==> src/rtl/relu1_stage_if.sv <==
// Memory-side bus of relu1_stage: asynchronous read port of the layer-1 result
// memory and synchronous write port of the next layer's input memory.
interface relu1_stage_if #(
    parameter int unsigned ADDR_W = 16
);
    logic [ADDR_W-1:0] mm_read_addr;
    logic [31:0]       mm_data;
    logic [ADDR_W-1:0] out_write_addr;
    logic [31:0]       out_data;
    logic              out_write_enable;

    modport master (
        output mm_read_addr,
        input  mm_data,
        output out_write_addr,
        output out_data,
        output out_write_enable
    );

    modport slave (
        input  mm_read_addr,
        output mm_data,
        input  out_write_addr,
        input  out_data,
        input  out_write_enable
    );
endinterface

==> src/rtl/relu1_stage.sv <==
// Layer-1 activation stage: streams N words from the matmul result memory through
// ReLU, arithmetic right shift and a saturating clamp into the next layer's memory.
module relu1_stage #(
    parameter int unsigned N       = 64,
    parameter int unsigned ADDR_W  = 16,
    parameter int unsigned SHIFT   = 0,
    parameter logic [31:0] SAT_MAX = 32'd2147483647
) (
    input  logic              clk,
    input  logic              rst_n,
    input  logic              start,
    relu1_stage_if.master     mem_if,
    output logic              busy,
    output logic              done,
    output logic [6:0]        nz_count
);

    localparam int unsigned IDX_W = (N > 1) ? $clog2(N) : 1;
    localparam logic [IDX_W-1:0] LAST_IDX = IDX_W'(N - 1);

    typedef enum logic [1:0] {
        S_IDLE,
        S_RUN,
        S_FLUSH,
        S_DONE
    } state_t;

    state_t           state_q, state_d;
    logic [IDX_W-1:0] rd_idx_q, rd_idx_d;
    logic [IDX_W-1:0] wr_idx_q, wr_idx_d;
    logic [31:0]      data_q, data_d;
    logic             we_q, we_d;
    logic             busy_q, busy_d;
    logic             done_q, done_d;
    logic [6:0]       cnt_q, cnt_d;
    logic [6:0]       nz_q, nz_d;
    logic [31:0]      act_c;

    // Input is non-negative once the sign check passes, so a logical shift
    // matches the arithmetic one and the clamp compare can be unsigned.
    function automatic logic [31:0] act_f(input logic [31:0] x);
        logic [31:0] y;
        y = x >> SHIFT;
        if (x[31])            return 32'd0;
        else if (y > SAT_MAX) return SAT_MAX;
        else                  return y;
    endfunction

    assign act_c = act_f(mem_if.mm_data);

    always_comb begin
        state_d  = state_q;
        rd_idx_d = rd_idx_q;
        wr_idx_d = wr_idx_q;
        data_d   = data_q;
        we_d     = we_q;
        busy_d   = busy_q;
        done_d   = done_q;
        cnt_d    = cnt_q;
        nz_d     = nz_q;

        unique case (state_q)
            S_IDLE: begin
                if (start) begin
                    state_d  = S_RUN;
                    rd_idx_d = '0;
                    busy_d   = 1'b1;
                    cnt_d    = '0;
                end
            end
            S_RUN: begin
                data_d   = act_c;
                wr_idx_d = rd_idx_q;
                we_d     = 1'b1;
                if (act_c != 32'd0) cnt_d = cnt_q + 7'd1;
                if (rd_idx_q == LAST_IDX) state_d  = S_FLUSH;
                else                      rd_idx_d = rd_idx_q + IDX_W'(1);
            end
            S_FLUSH: begin
                we_d    = 1'b0;
                busy_d  = 1'b0;
                done_d  = 1'b1;
                nz_d    = cnt_q;
                state_d = S_DONE;
            end
            S_DONE: begin
                done_d  = 1'b0;
                state_d = S_IDLE;
            end
            default: state_d = S_IDLE;
        endcase
    end

    always_ff @(posedge clk or negedge rst_n) begin
        if (!rst_n) begin
            state_q  <= S_IDLE;
            rd_idx_q <= '0;
            wr_idx_q <= '0;
            data_q   <= '0;
            we_q     <= 1'b0;
            busy_q   <= 1'b0;
            done_q   <= 1'b0;
            cnt_q    <= '0;
            nz_q     <= '0;
        end else begin
            state_q  <= state_d;
            rd_idx_q <= rd_idx_d;
            wr_idx_q <= wr_idx_d;
            data_q   <= data_d;
            we_q     <= we_d;
            busy_q   <= busy_d;
            done_q   <= done_d;
            cnt_q    <= cnt_d;
            nz_q     <= nz_d;
        end
    end

    assign mem_if.mm_read_addr     = ADDR_W'(rd_idx_q);
    assign mem_if.out_write_addr   = ADDR_W'(wr_idx_q);
    assign mem_if.out_data         = data_q;
    assign mem_if.out_write_enable = we_q;
    assign busy                    = busy_q;
    assign done                    = done_q;
    assign nz_count                = nz_q;

endmodule

==> src/flat_wrapper.sv <==
// flat-port wrapper written by rule: the top's interface ports become plain ports
module relu1_stage_flat 
#(
    parameter int unsigned N       = 64,
    parameter int unsigned ADDR_W  = 16,
    parameter int unsigned SHIFT   = 0,
    parameter logic [31:0] SAT_MAX = 32'd2147483647
)
  (clk, rst_n, start, busy, done, nz_count, mem_if_mm_read_addr, mem_if_mm_data, mem_if_out_write_addr, mem_if_out_data, mem_if_out_write_enable);
  relu1_stage_if #(.ADDR_W(ADDR_W)) mem_if_i ();
  input  logic clk;
  input  logic rst_n;
  input  logic start;
  output logic busy;
  output logic done;
  output logic [6:0] nz_count;
  output wire logic [$bits(mem_if_i.mm_read_addr)-1:0] mem_if_mm_read_addr;
  input wire logic [$bits(mem_if_i.mm_data)-1:0] mem_if_mm_data;
  output wire logic [$bits(mem_if_i.out_write_addr)-1:0] mem_if_out_write_addr;
  output wire logic [$bits(mem_if_i.out_data)-1:0] mem_if_out_data;
  output wire logic [$bits(mem_if_i.out_write_enable)-1:0] mem_if_out_write_enable;
  assign mem_if_mm_read_addr = mem_if_i.mm_read_addr;
  assign mem_if_i.mm_data = mem_if_mm_data;
  assign mem_if_out_write_addr = mem_if_i.out_write_addr;
  assign mem_if_out_data = mem_if_i.out_data;
  assign mem_if_out_write_enable = mem_if_i.out_write_enable;
  relu1_stage #(.N(N), .ADDR_W(ADDR_W), .SHIFT(SHIFT), .SAT_MAX(SAT_MAX)) u_core (.clk(clk), .rst_n(rst_n), .start(start), .mem_if(mem_if_i), .busy(busy), .done(done), .nz_count(nz_count));
endmodule
==> config.mk <==
export PLATFORM = sky130hd
export DESIGN_NAME = relu1_stage_flat
export DESIGN_NICKNAME = d
export VERILOG_FILES = /design/src/rtl/relu1_stage_if.sv /design/src/rtl/relu1_stage.sv /design/src/flat_wrapper.sv
export SDC_FILE = /design/constraint.sdc
export NUM_CORES = 1
export LEC_CHECK = 0
export CAP_MARGIN = 20
export CORE_ASPECT_RATIO = 1.4
export CORE_MARGIN = 2
export CORE_UTILIZATION = 40
export CTS_BUF_LIST = sky130_fd_sc_hd__clkbuf_4
export DETAILED_ROUTE_END_ITERATION = 12
export DONT_BUFFER_PORTS = 1
export SETUP_SLACK_MARGIN = 0.2
export SYNTH_ARGS = -nofsm -noshare
export SYNTH_HDL_FRONTEND = slang
export SYNTH_SLANG_ARGS = --single-unit
==> constraint.sdc <==
create_clock -name clk -period 1.9 [get_ports clk]
set_clock_uncertainty 0.2 [all_clocks]
set_input_delay 0.285 -clock clk [delete_from_list [all_inputs] [get_ports clk]]
set_output_delay 0.285 -clock clk [all_outputs]
set_load 0.02 [all_outputs]
* After elaboration in Yosys (flattened, before gate mapping)
Index checks and enable logic that the tools add are counted.
** Operators by class
- Mux-type cells :: 15
- Equality and inequality tests :: 8
- Reductions and logical operators :: 10
- $add $sub $neg :: 2
- $lt $le $gt $ge :: 1
** Operator list (count)
- 2-to-1 mux 31 bit :: 2
- greater-than comparator 32 x 31 -> 1 bit (second input constant) :: 1
- nonzero test 32 bit :: 1
- 2-to-1 mux 7 bit :: 2
- case mux 7 bit (2 select lines) :: 1
- 2-to-1 mux 6 bit :: 2
- case mux 6 bit (2 select lines) :: 1
- case mux 2 bit (4 select lines) :: 1
- nonzero test 2 bit :: 4
- adder 7 x 1 -> 7 bit (second input constant) :: 1
- adder 6 x 1 -> 6 bit (second input constant) :: 1
- equality test 6 bit (second input constant) :: 1
- case mux 1 bit (2 select lines) :: 3
- AND reduction 3 bit :: 2
- equality test 2 bit (second input constant) :: 2
- 2-to-1 mux 2 bit :: 2
- inequality test 2 x 1 -> 1 bit (second input constant) :: 2
- inequality test 2 bit (second input constant) :: 2
- AND reduction 2 bit :: 2
- equality test 2 x 1 -> 1 bit (second input constant) :: 1
- logical NOT 2 bit :: 1
- 2-to-1 mux 1 bit :: 1
** Word-level totals
- Output and inout bits :: 74
- Word-level logic and storage cells :: 45
- Input bits :: 35
- Register bits after elaboration :: 63

* Depth between registers and ports, before layout
- Depth after elaboration :: 6
- Gate-level depth with buffers :: 9
- Depth with buffers taken out :: 7

* Worst setup path after synthesis
Ideal clock, no wire load.
- Path type :: register -> register
- Start :: register u_core.state_q[1]
- End :: register u_core.cnt_q[6]
- Stages on the path, launching flop included :: 10
- Arrival :: 1639 ps
- Setup slack :: -63 ps
- Data required time :: 1576 ps
- Path through :: dfrtp_1 -> inv_1 -> ha_1 -> buf_6 -> inv_6 -> nand2_1 -> nor2_2 -> and2b_1 -> buf_6 -> a211o_1
** Between the ends
- Cells in the longest elaborated chain, start to end :: 3
** Ends and longest elaborated chain
- start, declared :: line relu1_stage.sv:28 : state_t state_q, state_d;
- start signal, assigned :: line relu1_stage.sv:106 : state_q <= state_d;
- equality test 2 x 1 -> 1 bit or logical NOT 2 bit (tied branches) :: line relu1_stage.sv:62 : unique case (state_q)
- inequality test 2 x 1 -> 1 bit (no source line), or another cell as far along
- AND reduction 3 bit (no source line)
- end signal, assigned :: line relu1_stage.sv:113 : cnt_q <= cnt_d;
- end, declared :: line relu1_stage.sv:35 : logic [6:0] cnt_q, cnt_d;
Several ways; a longest one is shown, not always the timed one.
A chain may end at the register's enable or synchronous reset.

* Worst setup path in the final report
- Start :: register u_core.state_q[0]
- End :: register u_core.rd_idx_q[2]
** Between the ends
- Cells in the longest elaborated chain, start to end :: 3
** Ends and longest elaborated chain
- equality test 2 x 1 -> 1 bit or logical NOT 2 bit (tied branches) :: line relu1_stage.sv:62
- inequality test 2 bit (no source line) or nonzero test 2 bit (tied branches)
- AND reduction 3 bit (no source line)
- end signal, assigned :: line relu1_stage.sv:107 : rd_idx_q <= rd_idx_d;
- end, declared :: line relu1_stage.sv:29 : logic [IDX_W-1:0] rd_idx_q, rd_idx_d;
Several ways; a longest one is shown, not always the timed one.

==> summary.md <==
| Metric | Value |
|---|---|
| Status | `finished with violations` |
| Failing checks | `negative hold slack` |
| Initial DRC Count | `110` |
| Mapped Area | `3004 µm²` |
| Yosys cell types | `42` |
| CTS Buffer Depth | `2` |
| Avg WL per Cell | `around 15 µm` |
| Arrival @ worst endpoint | `1910 ps` |
| Finished Layout Cells | `450` |
| Share of post-route cells with drive strength above 1 | `0.2380` |
| I/O Pins | `around 110` |
| Worst slew pin tran | `751.8 ps` |
| Worst Hold Class | `input port to async pin` |
| WHS | `-632.5 ps` |
| Period minus WS final | `around 1800 ps` |
| TritonRoute pass-1 iters | `4` |
| Final Max Slew Viols | `0` |
| Cell Rows | `37` |
| Synth Register Bits | `62` |
| Synth area leaders | `dfrtp_1, nand3b_1, o21ai_0` |
| Routed vias/inst | `roughly 5.0` |
| Core region area | `7315 µm²` |
| CTS tree | `built` |
| Die area | `between 8000 and 9000 µm²` |
| Ys async rst share | `1.000` |
| GP Congestion | `0.8075` |
| Vias in the first global route | `roughly 2300` |
| PortBufs | `0` |
| Most frequent cell after synthesis | `dfrtp_1` |
| Starting density of the core | `0.4107` |
| Setup tns final | `0 ps` |
| Ys flop type | `dfrtp_1` |
| Sw Share | `0.2777` |
| First-pass GRT wire length | `around 11000 µm` |
| RSZ-0062 raised after global routing | `true` |
| Required time worst endpoint | `~2000 ps` |
| Hold Violations, Final | `62` |
| Yosys top cell area share | `0.5165` |
| Power Density | `688.7 nW/µm²` |
| Yosys warnings | `0` |
| Average size of a mapped cell | `10.39 µm²` |
| Largest net degree at the start of global routing | `63` |
| Max Fclk | `between 500 and 600 MHz` |
| Cts bufs inserted | `9` |
| Die Y | `106.5 µm` |
| Final nets | `390` |
| Initial antenna violation count | `0` |
| Final period util | `0.9590` |
| Worst slack, placed | `-34.83 ps` |
| Peak VDD IR | `0.0004307 V` |
| Sequential share of the synthesized area | `0.5165` |
| Global route overflow | `0` |
| Root Driver | `clkbuf_4` |
| Clk pwr share | `0.282` |
| Post-synth EDFFs | `0` |
| Routed Antenna Nets | `0` |
| Slew HR | `0.4971` |
| Sequential Power Share | `0.591` |
| Critical path type | `flip-flop to flip-flop` |
| Vias post-DR | `2244` |
| Filler cells | `683` |
| Comb power frac | `0.127` |
| Routed wire length | `~6800 µm` |
| H-tree Lvls | `3` |
| Clock input transition at the sequential cells of the worst setup and hold paths | `100 ps` |
| # setup viols final | `0` |
| Cells after synthesis | `289` |
| Num Clock Sinks | `62` |
| Commonest cells in the synthesized netlist | `dfrtp_1, inv_1, o21ai_0` |
| Synth area leader | `dfrtp_1` |
| Dpl cells | `390` |
| Insertion delay to the later sink of the worst-skew pair | `roughly 400 ps` |
| Global-route usage over all layers | `0.1731` |
| Max cap viols | `0` |
| Switching power | `around 0.00072 W` |
| Remaining DRCs | `0` |
| Area grow syn2layout | `25.61%` |
| ANT cells | `0` |
| Static leakage | `1.728 nW` |
| Crit. End Element | `flip-flop` |
| P_int | `0.001877 W` |
| Startpoint type of the worst setup path | `flip-flop` |
| Die X | `77.24 µm` |
| DPL Wire Length | `4459 µm` |
| Fin worst setup slack | `77.85 ps` |
| Final core utilization | `0.5159` |
| Largest fanout on the critical path | `3` |
path summary, 6_finish.rpt:
kind / startpoint / end / slack (ps) / depth (start not counted)
worst max register to register: u_core.state_q[0]$_DFFE_PN0P_ / u_core.rd_idx_q[2]$_DFFE_PN0P_ / 80 / 7
worst max-delay path: u_core.state_q[0]$_DFFE_PN0P_ / u_core.rd_idx_q[2]$_DFFE_PN0P_ / 80 / 7
min in group clk: start / u_core.state_q[0]$_DFFE_PN0P_ / 30 / 3
worst min register to register: u_core.cnt_q[6]$_DFFE_PN0P_ / u_core.cnt_q[6]$_DFFE_PN0P_ / 370 / 1
max in group asynchronous: rst_n / u_core.nz_count[6]$_DFFE_PN0P_ / 2020 / 0
worst min-delay path: rst_n / u_core.mem_if.out_data[15]$_DFFE_PN0P_ / -630 / 0
per-stage QoR:
stage          area (µm²)  total power, W
3_5_place_dp         3147        0.001801
5_1_grt              3774        0.002747
2_1_floorplan        3112        0.001779
3_3_place_gp         3147        0.001792
4_1_cts              3681        0.002622
6_report             3774        0.002599
kinds of logic (layout without fill, tap and decap cells):
family                     after synthesis  after routing  share of synthesized area
AOI/OAI and AO/OA                       53             53                     0.1079
buffers and inverters                   68            112                     0.1179
adders and majority gates                6              6                    0.02499
muxes                                   15             15                    0.05581
DFF                                     62             62                     0.5165
xor gates and xnor gates                 4              4                    0.01166
other                                    1             21                   0.001248
and+or+nand+nor                         80             80                     0.1641
power groups by stage:
stage | Clock (W) | Combinational [W] | Sequential (W)
5_1_grt | 0.000822 | 0.000368 | 0.00156
3_3_place_gp | 0 | 0.000228 | 0.00156
6_report | 0.000733 | 0.000329 | 0.00154
2_1_floorplan | 0 | 0.000238 | 0.00154
4_1_cts | 0.000775 | 0.000311 | 0.00154
3_5_place_dp | 0 | 0.000234 | 0.00157
critical path: stages, from the launching register on:
cell      delay [ps]
dfrtp_2          450
ha_4             200
buf_4            150
buf_4            130
o21a_1           110
o211ai_1         250
xor2_1           170
nor2_1            50
metal layers:
metal,share of wire,vias up,global-route usage
met1,0.40,1081,0.1967
met5,0,-,0
li1,-,1054,-
met3,0.076,11,0.07131
met2,0.51,98,0.2826
met4,0.019,0,0.08036
placed cells by master, fill, tap and decap left out, drive strengths merged, types with 14 or more instances in the layout:
cell	instances
dfrtp	62
o21ai	34
inv	34
dlygate4sd3	33
buf	29
nand3b	28
conb	21
nand2	15
mux2	14
final cells by class:
class | count | area (µm²) | share of cell area
Sequential cell | 62 | 1554 | 0.4118
Multi-Input combinational cell | 179 | 1295 | 0.3432
Timing Repair Buffer | 63 | 565.5 | 0.1499
Inverter | 34 | 135.1 | 0.03581
Tap cell | 97 | 121.4 | 0.03216
Clock buffer | 12 | 90.09 | 0.02387
Clock inverter | 3 | 12.51 | 0.003316
state kept, by name (all words and copies together) (netlist names):
register                        count
u_core.mem_if.out_write_enable      1
u_core.rd_idx_q                     6
u_core.cnt_q                        7
u_core.mem_if.out_data             31
u_core.state_q                      2
u_core.done                         1
u_core.nz_count                     7
u_core.busy                         1
u_core.wr_idx_q                     6
repair_timing:
item / 4_1_cts / 5_1_grt
gates resized for setup: 16 / 9
hold endpoints to repair: 98 / 90
setup buffers: 6 / 6
pin swaps: 4 / 10
setup endpoints to repair: 22 / 54
hold buffers: 32 / 1
No activity file was read; power rests on OpenSTA's default activity.
